$ cat src/rtl/deserializer_frame_arbiter.sv
// Round-robin arbiter that locks one val/rdy requester onto a deserializer for a full frame.
// Optional zero-bubble frame chaining: define DESER_ARB_BACK_TO_BACK_EN.
module deserializer_frame_arbiter #(
    parameter int N_REQ     = 4,
    parameter int N_SAMPLES = 8,
    parameter int BIT_WIDTH = 32
) (
    input  logic                         clk,
    input  logic                         reset,
    input  logic [N_REQ-1:0]             recv_val,
    output logic [N_REQ-1:0]             recv_rdy,
    input  logic [N_REQ*BIT_WIDTH-1:0]   recv_msg,
    output logic                         send_val,
    input  logic                         send_rdy,
    output logic [BIT_WIDTH-1:0]         send_msg,
    output logic [$clog2(N_REQ)-1:0]     grant_id,
    output logic                         frame_active
);

    localparam int GW = $clog2(N_REQ);
    localparam int CW = $clog2(N_SAMPLES);
    localparam logic [CW-1:0] LAST_BEAT = CW'(N_SAMPLES - 1);

    typedef enum logic {IDLE, LOCKED} state_t;

    state_t          state, state_n;
    logic [GW-1:0]   grant_n;
    logic [GW-1:0]   rr_ptr, rr_n;
    logic [CW-1:0]   count, count_n;
    logic [GW-1:0]   next_ptr;
    logic [GW:0]     scan_idle;
    logic            xfer;

    // Returns {found, index} of the first valid requester at or after start, wrapping mod N_REQ.
    function automatic logic [GW:0] rr_scan(input logic [GW-1:0] start,
                                            input logic [N_REQ-1:0] val);
        logic [GW:0] result;
        int          idx;
        result = '0;
        for (int k = N_REQ - 1; k >= 0; k--) begin
            idx = (int'(start) + k) % N_REQ;
            if (val[idx]) result = {1'b1, GW'(idx)};
        end
        return result;
    endfunction

    assign scan_idle = rr_scan(rr_ptr, recv_val);
    assign next_ptr  = (int'(grant_id) == N_REQ - 1) ? '0 : grant_id + GW'(1);

`ifdef DESER_ARB_BACK_TO_BACK_EN
    logic [GW:0] scan_b2b;
    assign scan_b2b = rr_scan(next_ptr, recv_val);
`endif

    // Handshake: a beat moves on a cycle where the owner's recv_val and send_rdy are both high;
    // recv_rdy[g] mirrors send_rdy combinationally and val may drop at any time without losing the lock.
    assign xfer     = (state == LOCKED) && recv_val[grant_id] && send_rdy;
    assign send_msg = recv_msg[int'(grant_id)*BIT_WIDTH +: BIT_WIDTH];

    always_ff @(posedge clk or negedge reset) begin
        if (!reset) begin
            state    <= IDLE;
            grant_id <= '0;
            count    <= '0;
            rr_ptr   <= '0;
        end else begin
            state    <= state_n;
            grant_id <= grant_n;
            count    <= count_n;
            rr_ptr   <= rr_n;
        end
    end

    always_comb begin
        state_n      = state;
        grant_n      = grant_id;
        count_n      = count;
        rr_n         = rr_ptr;
        send_val     = 1'b0;
        recv_rdy     = '0;
        frame_active = 1'b0;
        case (state)
            IDLE: begin
                if (scan_idle[GW]) begin
                    grant_n = scan_idle[GW-1:0];
                    count_n = '0;
                    state_n = LOCKED;
                end
            end
            LOCKED: begin
                frame_active       = 1'b1;
                send_val           = recv_val[grant_id];
                recv_rdy[grant_id] = send_rdy;
                if (xfer) begin
                    if (count == LAST_BEAT) begin
                        count_n = '0;
                        rr_n    = next_ptr;
                        state_n = IDLE;
`ifdef DESER_ARB_BACK_TO_BACK_EN
                        if (scan_b2b[GW]) begin
                            grant_n = scan_b2b[GW-1:0];
                            state_n = LOCKED;
                        end
`endif
                    end else begin
                        count_n = count + CW'(1);
                    end
                end
            end
            default: state_n = IDLE;
        endcase
    end

endmodule

$ cat config.mk
export PLATFORM = sky130hd
export DESIGN_NAME = deserializer_frame_arbiter
export DESIGN_NICKNAME = d
export VERILOG_FILES = /design/src/rtl/deserializer_frame_arbiter.sv
export SDC_FILE = /design/constraint.sdc
export NUM_CORES = 1
export LEC_CHECK = 0
export CAP_MARGIN = 20
export CORE_MARGIN = 4
export CORE_UTILIZATION = 26
export DETAILED_ROUTE_END_ITERATION = 16
export GPL_TIMING_DRIVEN = 0
export HOLD_SLACK_MARGIN = 0.03
export PLACE_DENSITY = 0.83
export SKIP_CTS_REPAIR_TIMING = 1
export SLEW_MARGIN = 25
export SYNTH_ARGS = -nofsm -noshare
export SYNTH_HDL_FRONTEND = slang
export SYNTH_SLANG_ARGS = --single-unit
$ cat constraint.sdc
create_clock -name clk -period 2.3 [get_ports clk]
set_clock_uncertainty 0.05 [all_clocks]
set_input_delay 0.575 -clock clk [delete_from_list [all_inputs] [get_ports clk]]
set_output_delay 0.575 -clock clk [all_outputs]
set_load 0.1 [all_outputs]
# Word-level counts from Yosys, hierarchy flattened
# Index checks and enable logic that the tools add are counted.
# Widths: inputs -> output; s select.
# word_totals
register_bits	8
latch_bits	0
ram_bits	0
romBits	0
input_bits	135
output_inout_bits	40
memories	0
# classes
n_addsub	5
multipliers	0
div_mod_pow	0
n_lt_le_gt_ge	6
n_eq_ne	4
shift	1
muxes	31
bitwise	5
reduce_logical	9
# op_table
cell	n
$shiftx 128x8->32	1
$mux 3	7
$mux 1	14
$lt 3x4->1 const B	3
$bmux 1 s2	5
$lt 2x3->1 const B	2
$pmux 3 s2	1
$reduce_or 2->1	3
$add 2x1->2 const B	2
$add 2x2->2 const B	2
$and 4x4->4	1
$mux 4	1
$reduce_and 2->1	2
$add 3x1->3 const B	1
$and 1x1->1 const A	3
$eq 3x3->1 const B	1
$logic_and 1x1->1	3
$reduce_and 3->1	1
$demux 1 s2	1
$eq 2x1->1 const B	1
$ge 2x1->1 const B	1
$mux 2	1
$ne 2x1->1 const B	1
$ne 2x2->1 const B	1
2 further kinds	2

# Logic depth before layout (Yosys ltp)
# Gate-level depths: netlist (run 1).
# depth
word_depth	12
depth_mapped	5
mapped_depth_nobuf	5

# Worst setup path before layout (run 1)
# Ideal clock, no wire load.
# synth_path
kind	reg2out
from	reg grant_id[0]
to	out send_msg[11]
t_arrival_ps	2367
setup_slack_ps	-692
stages_incl_launch_ff	4
path_cell_list	dfrtp_1 buf_4 buf_2 mux4_2
# synth_between
elab_chain_cells	1
# synth_lines
item	line	rtl
start, declared	16	output logic [$clog2(N_REQ)-1:0] grant_id,
start signal, assigned	68	grant_id <= grant_n;
$shiftx 128x8->32	58	assign send_msg = recv_msg[int'(grant_id)*BIT_WIDTH +: BIT_WIDTH];
end, declared	15	output logic [BIT_WIDTH-1:0] send_msg,
# No other way between the ends.

# Worst setup path in the final report (run 1)
# layout_path
from	reg grant_id[0]
to	out send_msg[27]
# Same word-level chain as after synthesis.

==> impl_metrics.csv, run 1 <==
group,metric,value,unit
outcome,status,"finished, violations left",
outcome,violations,"negative setup slack",
die,dieWidth,79.8,um
power,comb_power_share,91.6,%
sta,holdWs,0.493,ns
final_layout,utilization,73.8,%
die,ios,175,
drt,routed_wl,8040,um
final_layout,insertedDiodeCount,0,
synth,synth_top_cells_by_count,"32 x mux4_2, 8 x dfrtp_1, 6 x ha_1, 6 x nand2_1, 5 x nor2_1",
grt,grt_use_met2,40.4,%
drt,avgViaCountPerCell,5.07,
critical_path,ff2ff_setup_slack,0.42,ns
grt,grt_pass1_wl,10300,um
grt,gr-usage-met3,6.32,%
critical_path,crit_path_end_kind,"output pin",
sta,hold_viol,0,
critical_path,startpoint_type,"flop",
worst_hold_path,hold_path.class,"flop to flop",
power,p_int,2.16,mW
placement,post-dp-hpwl,6500,um
synth,yosysTopAreaCellShare,53.8,%
power,ir_drop,0.000752,V
synth,netlist_instances,102,
clock_network,clkSlewWorstSetupHoldPaths,0.04,ns
power,power,5.54,mW
worst_hold_path,worstHoldPathCells,2,
synth,synthTopCellsByArea,"mux4_2 54%, dfrtp_1 15%, ha_1 5.6%",
sta,max_clock_freq,0.423,GHz
drt,drt_iter0_drc,91,
clock_network,numCtsBuffers,3,
drt,ant_nets,0,
sta,fin_ws,-0.0617,ns
critical_path,worst-setup-path-type,"flop to output pin",
critical_path,r2r-end,"rr_ptr[1]",
synth,ys_types,28,
grt,antenna_found_initial,0,
power,p_per_area,1550,mW/mm2
synth,synth.most_common_cell,"mux4_2",
grt,gr-max-usage-layer,"met2",
grt,grt.total_usage,21.7,%
synth,ys_warn_count,0,
sta,drv_slew,0,
grt,grt_max_degree,11,
final_layout,syn_to_final_growth,167,%
final_layout,nets,430,
drt,drc,0,
sta,max_slew_margin,31.6,%
grt,gr-total-overflow,0,
synth,seq_area_frac_synth,14.9,%
critical_path,cp_max_fo,8,
critical_path,startpoint,"grant_id[0]",
final_layout,layout-drive-gt1-share,34.4,%
grt,use_met1,23.1,%
clock_network,clk_path_buf_depth,2,
critical_path,cp.required,1.67,ns
drt,vias,1799,
clock_network,cts_tree,"built",
drt,wl_per_cell,22.6,um
die,die_h,79.8,um
job,drv_cap,0,
placement,dp.cells,343,
sta,finalCritPeriodShare,103,%
sta,worstMarginPinSlew,1.03,ns
synth,synth_area,0.00134,mm2
critical_path,cp.arrival,1.74,ns
clock_network,h-tree-depth,1,
power,p_sw,3.38,mW
synth,synth.avg_cell_area,13.1,um2
worst_hold_path,worstHoldEndpoint,"count[1]",
final_layout,finalNonFillerCells,355,
power,clockPowerShare,3.3,%
critical_path,r2r_cells,6,
grt,grt_pass1_vias,1862,
worst_hold_path,worst_hold_startpoint,"count[1]",
power,p_sw_share,61.0,%
die,start_util,27.6,%
synth,synth_nets,243,
clock_network,insertion_delay,0.23,ns
power,p_seq_share,5.1,%
drt,firstDrtPassIters,4,
synth,synth-seq-cells,8,
synth,synth_edf_count,0,
synth,postSynth.asyncResetShare,100,%
synth,synthFlopType,"dfrtp_1",
clock_network,cts.sinks,8,
placement,gp_congestion,0.836,
die,design.core.area,0.00485,mm2
critical_path,reg2reg_from,"grant_id[0]",
sta,fin_crit,2.36,ns
synth,yosys.area.top_type,"mux4_2",
clock_network,root_buffer,"clkbuf_8",
sta,finalSetupViolations,23,
sta,setup_tns,-0.517,ns
placement,portBuffers,174,
sta,rsz0062_at_grt,"true",
power,p_leak,1.52,nW
die,dieArea,0.00637,mm2
die,placementRows,25,
==> worst max-delay path, stage by stage (launching register included) <==
cell	delay, ns
dfrtp_4	0.45
buf_12	0.16
clkbuf_16	0.16
mux4_2	0.52
buf_6	0.21
==> stage by stage <==
| stage | setup WS [ns] | instance area [um2] |
|---|---|---|
| final | -0.0617 | 3580 |
| after global placement | -1.14 | 3240 |
| after CTS | -1.17 | 3280 |
| after floorplan | -0.0689 | 1410 |
| after global routing | -0.0987 | 3580 |
| after detailed placement | -1.16 | 3240 |
==> routing by layer <==
metal,vias to the layer above,wire (um)
li1,803,-
met1,889,2730
met2,92,4410
met3,15,719
met4,0,171
met5,-,0
==> cells by family (layout without fill, tap and decap cells) <==
logic type | after synthesis | in the layout | share of synthesized area, %
multiplexers | 39 | 39 | 59.3
AO/OA/AOI/OAI | 11 | 11 | 5.88
adder cells (fa/ha/maj) | 6 | 6 | 5.60
flip-flops | 8 | 8 | 14.9
buffers and inverters | 13 | 199 | 4.76
AND/OR/NAND/NOR | 25 | 25 | 9.52
==> worst max path at each step <==
stage / to / depth (start not counted)
final: send_msg[27] / 4
after global routing: send_msg[27] / 4
after CTS: send_val / 5
after detailed placement: send_val / 5
after global placement: send_val / 5
after floorplan: send_msg[0] / 3
==> area by class of cell <==
cell class              count  area [um2]
plain buffers               9         116
multi-input cells          81        1090
fillers                   335        1270
well taps                  67        83.8
repair buffers            182        2020
inverters                   4        15.0
flip-flops and latches      8         209
clock buffers               4        45.0
==> placed cells by master, fill, tap and decap left out, types with 5 or more instances in the layout <==
| master | synthesis | final |
|---|---|---|
| clkdlybuf4s50_1 | 0 | 123 |
| mux4_2 | 32 | 32 |
| buf_6 | 1 | 29 |
| dlymetal6s2s_1 | 0 | 14 |
| buf_12 | 0 | 11 |
| nand2_1 | 6 | 6 |
| ha_1 | 6 | 6 |
| nor2_1 | 5 | 5 |
| dfrtp_1 | 8 | 5 |
| buf_4 | 1 | 5 |
==> state kept, by name (all words and copies together), names as in the netlist <==
name,count
state,1
count,3
rr_ptr,2
grant_id,2
==> power by group through the flow <==
| stage | registers, mW | clock network (mW) | logic [mW] |
|---|---|---|---|
| 2_1_floorplan | 0.391 | 0 | 3.41 |
| 3_3_place_gp | 0.277 | 0 | 4.53 |
| 3_5_place_dp | 0.282 | 0 | 4.56 |
| 4_1_cts | 0.280 | 0.188 | 4.57 |
| 5_1_grt | 0.293 | 0.195 | 5.21 |
| 6_report | 0.283 | 0.180 | 5.08 |
No activity file was read; power rests on OpenSTA's default activity.
==> run 2, diff against run 1 <==
SKIP_LAST_GASP = 1   (was not set)
==> run 2 against run 1 <==
The flow still finishes with violations (negative setup slack). Utilization down 0.15 points. Final cell count stayed put. Global-route usage is the same. Cell area down 0.21%. Maximum frequency fell by 4.1%. Critical endpoint is now send_val.
==> impl_metrics.csv, run 2 (synthesis gave the netlist of run 1 again) <==
group,metric,value,unit
die,dieWidth,79.8,um
drt,routed_wl,8020,um
final_layout,max_flop_register,"count",
drt,firstDrtPassIters,4,
final_layout,insertedDiodeCount,0,
drt,drc,0,
worst_hold_path,hold_path.class,"flop to flop",
critical_path,startpoint_type,"primary input",
sta,hold_viol,0,
final_layout,nets,430,
grt,gr-total-overflow,0,
sta,rsz0062_at_grt,"true",
grt,grt_pass1_wl,10300,um
die,dieArea,0.00637,mm2
sta,finalCritPeriodShare,107,%
die,die_h,79.8,um
critical_path,crit_path_end_kind,"output pin",
critical_path,cp_max_fo,5,
drt,wl_per_cell,22.6,um
critical_path,cp.arrival,1.84,ns
placement,pre_cts_slack,-1.16,ns
clock_network,cts_tree,"built",
die,ios,175,
grt,antenna_found_initial,0,
sta,holdWs,0.493,ns
clock_network,clk_path_buf_depth,2,
sta,finalSetupViolations,24,
drt,ant_nets,0,
final_layout,most-common-layout-cells,"126 x clkdlybuf4s50_1, 32 x mux4_2, 29 x buf_6",
grt,grt_pass1_vias,1862,
final_layout,final_common_cell,"clkdlybuf4s50_1",
sta,max_clock_freq,0.406,GHz
final_layout,layout-drive-gt1-share,34.4,%
final_layout,largest_reg_flops,3,
drt,vias,1800,
final_layout,syn_to_final_growth,166,%
job,drv_cap,0,
power,p_leak,1.49,nW
final_layout,finalNonFillerCells,355,
sta,fin_crit,2.46,ns
sta,max_slew_margin,31.6,%
critical_path,worst-setup-path-type,"primary input to output pin",
clock_network,h-tree-depth,1,
final_layout,fillerInstances,338,
placement,post-dp-hpwl,6500,um
clock_network,clkSlewWorstSetupHoldPaths,0.04,ns
die,design.core.area,0.00485,mm2
drt,drt_iter0_drc,91,
drt,avgViaCountPerCell,5.07,
clock_network,root_buffer,"clkbuf_8",
placement,gp_congestion,0.836,
clock_network,numCtsBuffers,3,
sta,drv_slew,0,
power,ir_drop,0.000752,V
power,p_per_area,1550,mW/mm2
placement,portBuffers,174,
clock_network,cts.sinks,8,
placement,dp.cells,343,
sta,setup_tns,-0.680,ns
final_layout,top_regs,"count: 3 flops, grant_id: 2 flops, rr_ptr: 2 flops",
final_layout,utilization,73.7,%
die,start_util,27.6,%
sta,fin_ws,-0.163,ns
critical_path,cp.required,1.67,ns
grt,grt_max_degree,11,
outcome,status,"finished, violations left",
clock_network,insertion_delay,0.23,ns
grt,grt.total_usage,21.7,%
die,placementRows,25,
sta,worstMarginPinSlew,1.03,ns
outcome,violations,"negative setup slack",
run 2: metal layers:
metal  up-vias  routed length (um)  global-route usage [%]
met5         -                   0                       0
met4         0                 171                    7.77
met3        15                 713                    6.32
met2        92                4410                    40.4
met1       891                2720                    23.1
li1        802                   -                       -
run 2: worst paths after layout:
check                                 start     endpoint  slack, ns  cells past startpoint
worst max-delay path            recv_val[0]     send_val      -0.16                      5
worst min-delay path               count[1]     count[1]       0.49                      2
worst max register to register  grant_id[0]    rr_ptr[1]       0.42                      6
worst min register to register     count[1]     count[1]       0.49                      2
max in group asynchronous             reset  grant_id[0]       1.33                      1
min in group asynchronous             reset  grant_id[1]       0.58                      1
run 2: power by group:
group	internal, mW	switching, mW	total [mW]
combinational	1.83	3.25	5.08
sequential	0.213	0.0700	0.283
clock	0.120	0.0599	0.180
run 2: critical path, stage by stage:
cell and delay, ns:
clkdlybuf4s50_1 0.53, mux2i_1 0.12, mux2i_1 0.24, and2_4 0.20, buf_12 0.17
run 2: layout make-up:
| cell class | instances | area (um2) | share of cell area, % |
|---|---|---|---|
| plain buffers | 9 | 116 | 3.26 |
| clock buffers | 4 | 45.0 | 1.26 |
| inverters | 4 | 15.0 | 0.420 |
| multi-input cells | 81 | 1090 | 30.6 |
| flip-flops and latches | 8 | 209 | 5.85 |
| well taps | 67 | 83.8 | 2.35 |
| repair buffers | 182 | 2010 | 56.3 |
run 2: metrics by stage:
stage               instance area (um2)  total power, mW
finish                             3570             5.54
global route                       3570             5.70
CTS                                3280             5.04
detailed placement                 3240             4.85
global placement                   3240             4.81
floorplan                          1410             3.80
==> run 3, diff against run 2 <==
CORE_ASPECT_RATIO = 0.75   (was not set)
==> run 3 against run 2 <==
The run still ends with negative setup slack left. Non-clock buffer count is 3 lower. Total power is 2.2% lower. Cell area is 2.0% lower. Critical path type unchanged. Utilization is 2.6 points lower. Final cell count is 2.3% lower. Clock power hardly changed. Global-route usage is 0.56 points lower. Die area is 0.19% higher. Hold slack worse by 0.0023 ns. Combinational power is 2% lower. First-iteration DRC count is 55% lower.
==> impl_metrics.csv, run 3 (synthesis gave the netlist of run 1 again) <==
group,metric,value,unit
die,design.core.area,0.00493,mm2
sta,finalCritPeriodShare,102,%
sta,fin_crit,2.34,ns
power,clockPowerShare,3.3,%
placement,post-dp-hpwl,6070,um
outcome,violations,"negative setup slack",
drt,ant_nets,0,
drt,firstDrtPassIters,4,
sta,drv_slew,0,
drt,vias,1737,
drt,avgViaCountPerCell,5.01,
clock_network,insertion_delay,0.23,ns
sta,max_slew_margin,33.8,%
clock_network,clkSlewWorstSetupHoldPaths,0.04,ns
grt,grt_pass1_wl,10600,um
clock_network,clk_path_buf_depth,2,
final_layout,fillerInstances,341,
final_layout,utilization,71.0,%
drt,wl_met2,3680,um
sta,hold_viol,0,
die,dieWidth,90.9,um
final_layout,nets,427,
power,ir_drop,0.000644,V
grt,antenna_found_initial,1,
placement,gp_congestion,0.898,
critical_path,path_cells,"clkdlybuf4s50_1 -> mux4_2 -> buf_12",
final_layout,multi_input_area,0.00110,mm2
sta,finalSetupViolations,25,
drt,top_layer_used,"met4",
worst_hold_path,hold_path.class,"flop to flop",
placement,portBuffers,174,
power,p_leak,1.46,nW
clock_network,root_buffer,"clkbuf_8",
grt,grt.total_usage,21.2,%
drt,wl_per_cell,20.5,um
final_layout,register_area,209,um2
power,p_sw_share,61.8,%
final_layout,most-common-layout-cells,"125 x clkdlybuf4s50_1, 32 x mux4_2, 28 x buf_6",
clock_network,cts.sinks,8,
die,placementRows,22,
clock_network,numCtsBuffers,3,
sta,rsz0062_at_grt,"true",
sta,max_clock_freq,0.427,GHz
final_layout,max_flop_register,"count",
sta,fin_ws,-0.0395,ns
critical_path,crit_path_end_kind,"output pin",
drt,drc,0,
placement,pre_cts_slack,-1.17,ns
final_layout,syn_to_final_growth,161,%
power,p_per_area,1550,mW/mm2
power,p_sw,3.35,mW
critical_path,cp_max_fo,1,
die,dieArea,0.00638,mm2
critical_path,startpoint_type,"primary input",
sta,worstMarginPinSlew,0.992,ns
final_layout,largest_reg_flops,3,
critical_path,cp.required,1.67,ns
drt,wl_met1,2670,um
drt,wl_met3,593,um
critical_path,worst-setup-path-type,"primary input to output pin",
final_layout,final_common_cell,"clkdlybuf4s50_1",
critical_path,crit_slowest_cell,"mux4_2",
final_layout,top_regs,"count: 3 flops, grant_id: 2 flops, rr_ptr: 2 flops",
clock_network,cts_tree,"built",
job,drv_cap,0,
drt,routed_wl,7100,um
grt,gr-total-overflow,0,
die,die_h,70.2,um
power,p_seq_share,5.1,%
critical_path,cp.buffers_inverters,2,
grt,grt_pass1_vias,1782,
final_layout,layout-drive-gt1-share,34.4,%
grt,grt_max_degree,11,
critical_path,slowest_delay,0.52,ns
clock_network,h-tree-depth,1,
die,ios,175,
power,comb_power_share,91.5,%
critical_path,cp_top_family,"buffers and inverters",
power,p_int,2.07,mW
die,start_util,27.2,%
outcome,status,"finished, violations left",
critical_path,cp.arrival,1.71,ns
drt,drt_iter0_drc,41,
[run 3: changes by cell type in the layout (fill, tap and decap cells not counted), sizes merged]
cell,change
diode,+2
clkdlybuf4s50,-1
dlymetal6s2s,+1
clkbuf,-2
buf,-1
[run 3: path summary, 6_finish.rpt]
check                                    from      endpoint  cells after the start  slack, ns
worst max-delay path            recv_msg[108]  send_msg[12]                      3      -0.04
worst min-delay path                 count[2]      count[2]                      2       0.49
worst max register to register    grant_id[1]      count[0]                      5       0.44
worst min register to register       count[2]      count[2]                      2       0.49
max in group asynchronous               reset   grant_id[1]                      1       1.32
min in group asynchronous               reset     rr_ptr[0]                      1       0.58
[run 3: per-stage QoR]
step           std cells  TNS [ns]  hold slack, ns  cell area (um2)  power, mW
3_3_place_gp         336    -28.49           0.468             3230       4.81
3_5_place_dp         336    -29.04           0.487             3230       4.84
4_1_cts              340    -32.74           0.495             3280       5.03
2_1_floorplan        102     -1.73           0.229             1410       3.80
5_1_grt              346     -1.82           0.522             3500       5.59
6_report             347    -0.473           0.490             3500       5.42
[run 3: power by group through the flow]
stage | registers [mW] | logic, mW | clock network, mW
2_1_floorplan | 0.391 | 3.41 | 0
3_3_place_gp | 0.278 | 4.53 | 0
3_5_place_dp | 0.283 | 4.55 | 0
4_1_cts | 0.281 | 4.56 | 0.188
5_1_grt | 0.291 | 5.11 | 0.195
6_report | 0.277 | 4.96 | 0.181
[run 3: layout make-up]
cell class	count	area share, %
inverter	4	0.429
clock buffer	4	1.29
timing repair buffer	179	55.2
antenna	2	0.143
tap	60	2.15
buffer	9	3.43
sequential	8	5.97
multi-input combinational	81	31.4
[run 3: routing by layer]
metal	up-vias	GRT usage [%]
met4	0	6.19
li1	800	-
met2	89	37.3
met1	834	24.9
met3	14	6.35
met5	-	0
[run 3: worst register-to-register path, delay by kind of cell (launching register included)]
kind / cells / cell delay, ns
multiplexers: 2 / 0.52
AO/OA/AOI/OAI: 2 / 0.52
flip-flops: 1 / 0.49
buffers and inverters: 1 / 0.15
